`config.mk`:
```
export PLATFORM = sky130hd
export DESIGN_NAME = cla_pipe_adder
export DESIGN_NICKNAME = d
export VERILOG_FILES = /design/src/rtl/cla_pipe_adder.sv
export SDC_FILE = /design/constraint.sdc
export NUM_CORES = 1
export LEC_CHECK = 0
export CAP_MARGIN = 30
export CORE_MARGIN = 2
export CORE_UTILIZATION = 40
export CTS_CLUSTER_SIZE = 10
export DETAILED_ROUTE_END_ITERATION = 7
export PLACE_DENSITY = 0.62
export SLEW_MARGIN = 10
export SYNTH_ARGS = -nofsm -noshare
export SYNTH_HDL_FRONTEND = slang
export SYNTH_SLANG_ARGS = --single-unit
```
`constraint.sdc`:
```
create_clock -name clk -period 5 [get_ports clk]
set_input_delay 1 -clock clk [delete_from_list [all_inputs] [get_ports clk]]
set_output_delay 1 -clock clk [all_outputs]
set_load 0.05 [all_outputs]
```
`src/rtl/cla_pipe_adder.sv`:
```
// Fully pipelined carry-lookahead adder/subtractor: an operand entry register followed by one
// GROUP-bit lookahead group per stage. Define CLA_PIPE_SAT_EN to clamp overflowing results.
module cla_pipe_adder #(
  parameter int unsigned WIDTH = 16,
  parameter int unsigned GROUP = 4
) (
  input  logic             clk,
  input  logic             reset_n,
  input  logic             in_valid,
  output logic             in_ready,
  input  logic [WIDTH-1:0] a_in,
  input  logic [WIDTH-1:0] b_in,
  input  logic             c_in,
  input  logic             sub_in,
  output logic             out_valid,
  input  logic             out_ready,
  output logic [WIDTH-1:0] sum_out,
  output logic             c_out,
  output logic             ovf_out
);
  localparam int unsigned NGROUPS = WIDTH / GROUP;

  // Carries c[0..GROUP] of one group; each c[i+1] is a flat OR of generate/propagate products.
  function automatic logic [GROUP:0] group_carries(input logic [GROUP-1:0] g,
                                                   input logic [GROUP-1:0] p,
                                                   input logic             cin);
    logic [GROUP:0] c;
    logic           term;
    c    = '0;
    c[0] = cin;
    for (int i = 0; i < int'(GROUP); i++) begin
      term = cin;
      for (int j = 0; j <= i; j++) term = term & p[j];
      c[i+1] = term;
      for (int j = 0; j <= i; j++) begin
        term = g[j];
        for (int m = j + 1; m <= i; m++) term = term & p[m];
        c[i+1] = c[i+1] | term;
      end
    end
    return c;
  endfunction

  logic             en;
  logic             out_valid_q;
  logic [WIDTH-1:0] sum_out_q;
  logic             c_out_q;
  logic             ovf_out_q;

  // Whole pipeline advances in lockstep whenever the output slot is free or being drained.
  assign en        = !out_valid_q || out_ready;
  assign in_ready  = en;
  assign out_valid = out_valid_q;
  assign sum_out   = sum_out_q;
  assign c_out     = c_out_q;
  assign ovf_out   = ovf_out_q;

  // Entry register holds the conditioned operands: B' and the initial carry.
  logic             v0_q;
  logic [WIDTH-1:0] a0_q;
  logic [WIDTH-1:0] b0_q;
  logic             c0_q;

  always_ff @(posedge clk or negedge reset_n) begin
    if (!reset_n) begin
      v0_q <= 1'b0;
      a0_q <= '0;
      b0_q <= '0;
      c0_q <= 1'b0;
    end else if (en) begin
      v0_q <= in_valid;
      a0_q <= a_in;
      b0_q <= sub_in ? ~b_in : b_in;
      c0_q <= sub_in | c_in;
    end
  end

  // Intermediate stages: stage g resolves group g; operand skew shrinks and sum grows per stage.
  for (genvar g = 0; g < NGROUPS - 1; g++) begin : g_rank
    localparam int unsigned REM = WIDTH - GROUP * g;
    localparam int unsigned LOW = GROUP * (g + 1);

    logic [REM-1:0]       a_w;
    logic [REM-1:0]       b_w;
    logic                 c_w;
    logic                 v_w;
    logic [GROUP-1:0]     gg;
    logic [GROUP-1:0]     pp;
    logic [GROUP:0]       cc;
    logic [GROUP-1:0]     gsum;
    logic [LOW-1:0]       s_d;
    logic                 v_q;
    logic                 c_q;
    logic [REM-GROUP-1:0] a_q;
    logic [REM-GROUP-1:0] b_q;
    logic [LOW-1:0]       s_q;

    if (g == 0) begin : g_src
      assign a_w = a0_q;
      assign b_w = b0_q;
      assign c_w = c0_q;
      assign v_w = v0_q;
      assign s_d = gsum;
    end else begin : g_src
      assign a_w = g_rank[g-1].a_q;
      assign b_w = g_rank[g-1].b_q;
      assign c_w = g_rank[g-1].c_q;
      assign v_w = g_rank[g-1].v_q;
      assign s_d = {gsum, g_rank[g-1].s_q};
    end

    assign gg   = a_w[GROUP-1:0] & b_w[GROUP-1:0];
    assign pp   = a_w[GROUP-1:0] ^ b_w[GROUP-1:0];
    assign cc   = group_carries(gg, pp, c_w);
    assign gsum = pp ^ cc[GROUP-1:0];

    always_ff @(posedge clk or negedge reset_n) begin
      if (!reset_n) begin
        v_q <= 1'b0;
        c_q <= 1'b0;
        a_q <= '0;
        b_q <= '0;
        s_q <= '0;
      end else if (en) begin
        v_q <= v_w;
        c_q <= cc[GROUP];
        a_q <= a_w[REM-1:GROUP];
        b_q <= b_w[REM-1:GROUP];
        s_q <= s_d;
      end
    end
  end

  // Final stage: top group, carry-out, overflow and the output registers.
  logic [GROUP-1:0] fa_w;
  logic [GROUP-1:0] fb_w;
  logic             fc_w;
  logic             fv_w;
  logic [GROUP-1:0] fg;
  logic [GROUP-1:0] fp;
  logic [GROUP:0]   fcc;
  logic [GROUP-1:0] fsum;
  logic [WIDTH-1:0] wrap_d;
  logic [WIDTH-1:0] sum_d;
  logic             ovf_d;

  if (NGROUPS > 1) begin : g_final_src
    assign fa_w   = g_rank[NGROUPS-2].a_q;
    assign fb_w   = g_rank[NGROUPS-2].b_q;
    assign fc_w   = g_rank[NGROUPS-2].c_q;
    assign fv_w   = g_rank[NGROUPS-2].v_q;
    assign wrap_d = {fsum, g_rank[NGROUPS-2].s_q};
  end else begin : g_final_src
    assign fa_w   = a0_q;
    assign fb_w   = b0_q;
    assign fc_w   = c0_q;
    assign fv_w   = v0_q;
    assign wrap_d = fsum;
  end

  assign fg    = fa_w & fb_w;
  assign fp    = fa_w ^ fb_w;
  assign fcc   = group_carries(fg, fp, fc_w);
  assign fsum  = fp ^ fcc[GROUP-1:0];
  // Overflow: carry into the MSB differs from carry out of it.
  assign ovf_d = fcc[GROUP] ^ fcc[GROUP-1];

`ifdef CLA_PIPE_SAT_EN
  // Wrapped MSB set means the true result overflowed positive, clear means negative.
  always_comb begin
    sum_d = wrap_d;
    if (ovf_d) begin
      sum_d = wrap_d[WIDTH-1] ? {1'b0, {(WIDTH-1){1'b1}}} : {1'b1, {(WIDTH-1){1'b0}}};
    end
  end
`else
  assign sum_d = wrap_d;
`endif

  always_ff @(posedge clk or negedge reset_n) begin
    if (!reset_n) begin
      out_valid_q <= 1'b0;
      sum_out_q   <= '0;
      c_out_q     <= 1'b0;
      ovf_out_q   <= 1'b0;
    end else if (en) begin
      out_valid_q <= fv_w;
      sum_out_q   <= sum_d;
      c_out_q     <= fcc[GROUP];
      ovf_out_q   <= ovf_d;
    end
  end

endmodule

```
# Word level (Yosys, flattened, before mapping)
# Cells that the tools add are included.
[totals]
in_bits = 38
wordCells = 121
ff_bits = 131
out_inout_bits = 20
[op_classes]
bitwise_logic = 95
n_mux = 1
n_reduce_logical = 2
[op_table]
columns = ["cell", "n"]
rows = [
  ["1-bit OR", 41],
  ["1-bit AND", 40],
  ["4-bit bitwise XOR", 8],
  ["4-bit AND", 4],
  ["16-bit 2-to-1 mux", 1],
  ["16-bit inverter", 1],
  ["1-bit zero test", 1],
  ["1-bit logical OR", 1],
  ["1-bit bitwise XOR", 1],
]

# Logic depth before layout (Yosys ltp)
[depth]
word_depth = 10
ltp_mapped = 7
depth_no_buf = 5

# Least setup slack after synthesis
# Ideal clock, no wire load.
[synth_path]
path_kind = "input to output"
start = "input port out_ready"
end = "output port in_ready"
n_path_buf = 2
arrival_time_ns = 1.829
slack_ns = 2.171
required_time_ns = 4.000
stages = 4
path_cell_list = "nor2b_1 > buf_6 > inv_2 > clkbuf_1"
[synth_via]
elab_chain_len = 1
[synth_lines]
columns = ["element", "line", "text"]
rows = [
  ["start, declared", "16", "input logic out_ready,"],
  ["1-bit logical OR", "51", "assign en = !out_valid_q || out_ready;"],
  ["end, declared", "10", "output logic in_ready,"],
]
# No other way between the ends.

# Worst setup path in the final report
# Ends and elaborated chain as after synthesis.

==> flow_summary.json <==
{
  "status": "complete, no violations",
  "hold_path.class": "reg2reg",
  "leakage_nw": 3.47,
  "start_util_pct": 40.8,
  "overflow": 0,
  "whs_path_depth": 2,
  "detail_route.drc_violations": 0,
  "wire_per_inst_um": 11.8,
  "dr_total_vias": 3885,
  "synth-edff-count": 0,
  "yosysWarnings": 0,
  "crit_arrival_ps": 1870,
  "syn_area_per_cell_um2": 9.40,
  "ys_ff_latch": 131,
  "r2r_slack_ps": 2820,
  "dp_hpwl_um": 6590,
  "hold_viol": 0,
  "hold_end": "sum_out[0]$_DFFE_PN0P_",
  "r2r_end": "ovf_out$_DFFE_PN0P_",
  "max_freq_mhz": 348,
  "firstDrtPassIters": 4,
  "cts_tree": "built",
  "die_w_um": 122,
  "dieHeight_um": 122,
  "end_kind": "output pin",
  "routed_wl_um": 9940,
  "place_ws_ps": 1690,
  "fin_nets": 710,
  "final_antenna_net_count": 0,
  "post_cts_buffers": 0,
  "post-route-period-util_pct": 57.4,
  "synth_nets": 659,
  "grt.total_usage_pct": 14.7,
  "portBuffers": 57,
  "reg2regPathDepth": 5,
  "async_flop_share_pct": 100,
  "min_from": "sum_out[0]$_DFFE_PN0P_",
  "row_count": 43,
  "core_um2": 13800,
  "netlist_instances": 597,
  "h-tree-depth": 4,
  "fin_skew_ps": 5.86,
  "cts.reportedPaths.clkPinSlew_ps": 50,
  "cts_made_buffers": 17,
  "ios": 58,
  "setup_viol": 0,
  "synth.most_common_cell": "nand2_1",
  "power.density_nw_per_um2": 687,
  "synth_commonest_cells": "nand2_1 (301), dfrtp_1 (131), buf_2 (25), o21ai_0 (25), ha_1 (20)",
  "clockBufferDepth": 2,
  "antenna_found_initial": 0,
  "worst_ep_required_time_ps": 4000,
  "cap_violations": 0,
  "antenna_cells": 0,
  "grt_pass1_wl_um": 17200,
  "stdcell_count": 841,
  "fin_tns_setup_ps": 0,
  "peakVddDrop_uv": 290,
  "syn2layout_area_growth_pct": 24.5,
  "synth_area_leaders": "dfrtp_1 (58%), nand2_1 (20%), ha_1 (4.5%)",
  "synth_top_area_share_pct": 58.4,
  "start_kind": "input pin",
  "layout_min_cycle_time_ps": 2870,
  "worst_slack_ps": 2130,
  "synth-seq-area-share_pct": 58.4,
  "ctsHoldBuffers": 0,
  "r2r_start": "out_valid$_DFFE_PN0P_",
  "clockRootBuffer": "clkbuf_16",
  "clk_latency_ps": 410,
  "grt_max_degree": 99,
  "via_per_inst": 4.62,
  "tightest_slew_ps": 875,
  "ctsResizeCount": 0,
  "max-slew-margin-rel_pct": 41.6,
  "crit_fanout": 2,
  "synth_top_area_cell": "dfrtp_1",
  "gp_congestion": 0.719,
  "die-area_um2": 15000,
  "drt_iter0_markers": 185,
  "grt_pass1_vias": 3837,
  "cts_num_sinks": 131,
  "synth.distinct_cells": 30,
  "slew_viol_final": 0,
  "hold_slack_ps": 461,
  "syn_area_um2": 5610,
  "drive_above_1_share_pct": 6.35,
  "worstSetupPathType": "in2out",
  "synth_ff_type": "dfrtp_1",
  "placed_cells": 808,
  "rsz0062_at_grt": "no"
}
-- stage by stage --
step / util (%) / power, mW / instance area [µm²]
finish: 50.7 / 4.80 / 6990
global route: 50.7 / 5.16 / 6990
CTS: 50.6 / 4.86 / 6970
detailed placement: 45.8 / 3.48 / 6310
global placement: 45.6 / 3.41 / 6290
floorplan: - / 3.01 / 5610
-- kinds of logic (layout without fill, tap and decap cells) --
family,Yosys count,in the layout,share of synthesized area [%]
buffers and inverters,38,102,3.30
DFF,131,131,58.4
and+or+nand+nor,324,324,22.3
xor gates and xnor gates,20,20,3.12
AOI/OAI and AO/OA,60,60,7.00
adders and majority gates,24,24,5.89
-- layout by cell type (no fill, tap or decap), types with 5 or more instances in the layout --
master	instances
nand2_1	301
dfrtp_1	131
clkdlybuf4s50_1	55
o21ai_0	25
ha_1	20
xnor2_1	18
clkbuf_16	17
o21a_1	10
nor2_1	7
inv_1	6
nor3_1	6
o31ai_1	6
bufinv_16	5
clkinvlp_4	5
buf_4	5
-- worst max-delay path by stage --
| stage | startpoint | to | slack [ps] | cells past startpoint |
|---|---|---|---|---|
| floorplan | out_ready | in_ready | 2170 | 4 |
| global placement | out_ready | ovf_out$_DFFE_PN0P_ | 1710 | 6 |
| detailed placement | out_ready | ovf_out$_DFFE_PN0P_ | 1690 | 6 |
| CTS | out_ready | in_ready | 2100 | 4 |
| global route | out_ready | ovf_out$_DFFE_PN0P_ | 1950 | 6 |
| finish | out_ready | in_ready | 2130 | 4 |
-- where the power goes --
group          switching, mW  internal [mW]  leakage, nW
combinational          0.990          0.655         1.58
clock                  0.448          0.909        0.307
sequential             0.264           1.54         1.59
total                   1.70           3.10         3.47
-- metal layers --
layer / track usage (%) / vias up / wire (µm)
met5: 0 / - / 0
met4: 6.39 / 0 / 186
met3: 3.39 / 15 / 320
met2: 24.0 / 60 / 4640
met1: 18.7 / 1815 / 4790
li1: - / 1995 / -
-- area by class of cell --
cell class	instances	area, µm²
clock buffer	19	453
timing repair buffer	63	642
inverter	7	27.5
fill	1312	6780
multi-input combinational	428	2160
sequential	131	3280
clock inverter	13	206
tap	180	225
-- registers in the layout, summed over array words and instances (netlist names), 2 cells and up --
register and flops:
g_rank.c_q 2, sum_out 16, b0_q 16, g_rank.s_q 24, g_rank.a_q 20, a0_q 16
fb_w 4, g_rank.b_q 20, g_rank.v_q 2, fa_w 4
-- worst max-delay path: stages --
cell and delay, ps:
clkdlybuf4s50_1 440, nor2b_4 140, clkinv_2 90, buf_4 190
Note: power is estimated with default switching activity, not from simulation.
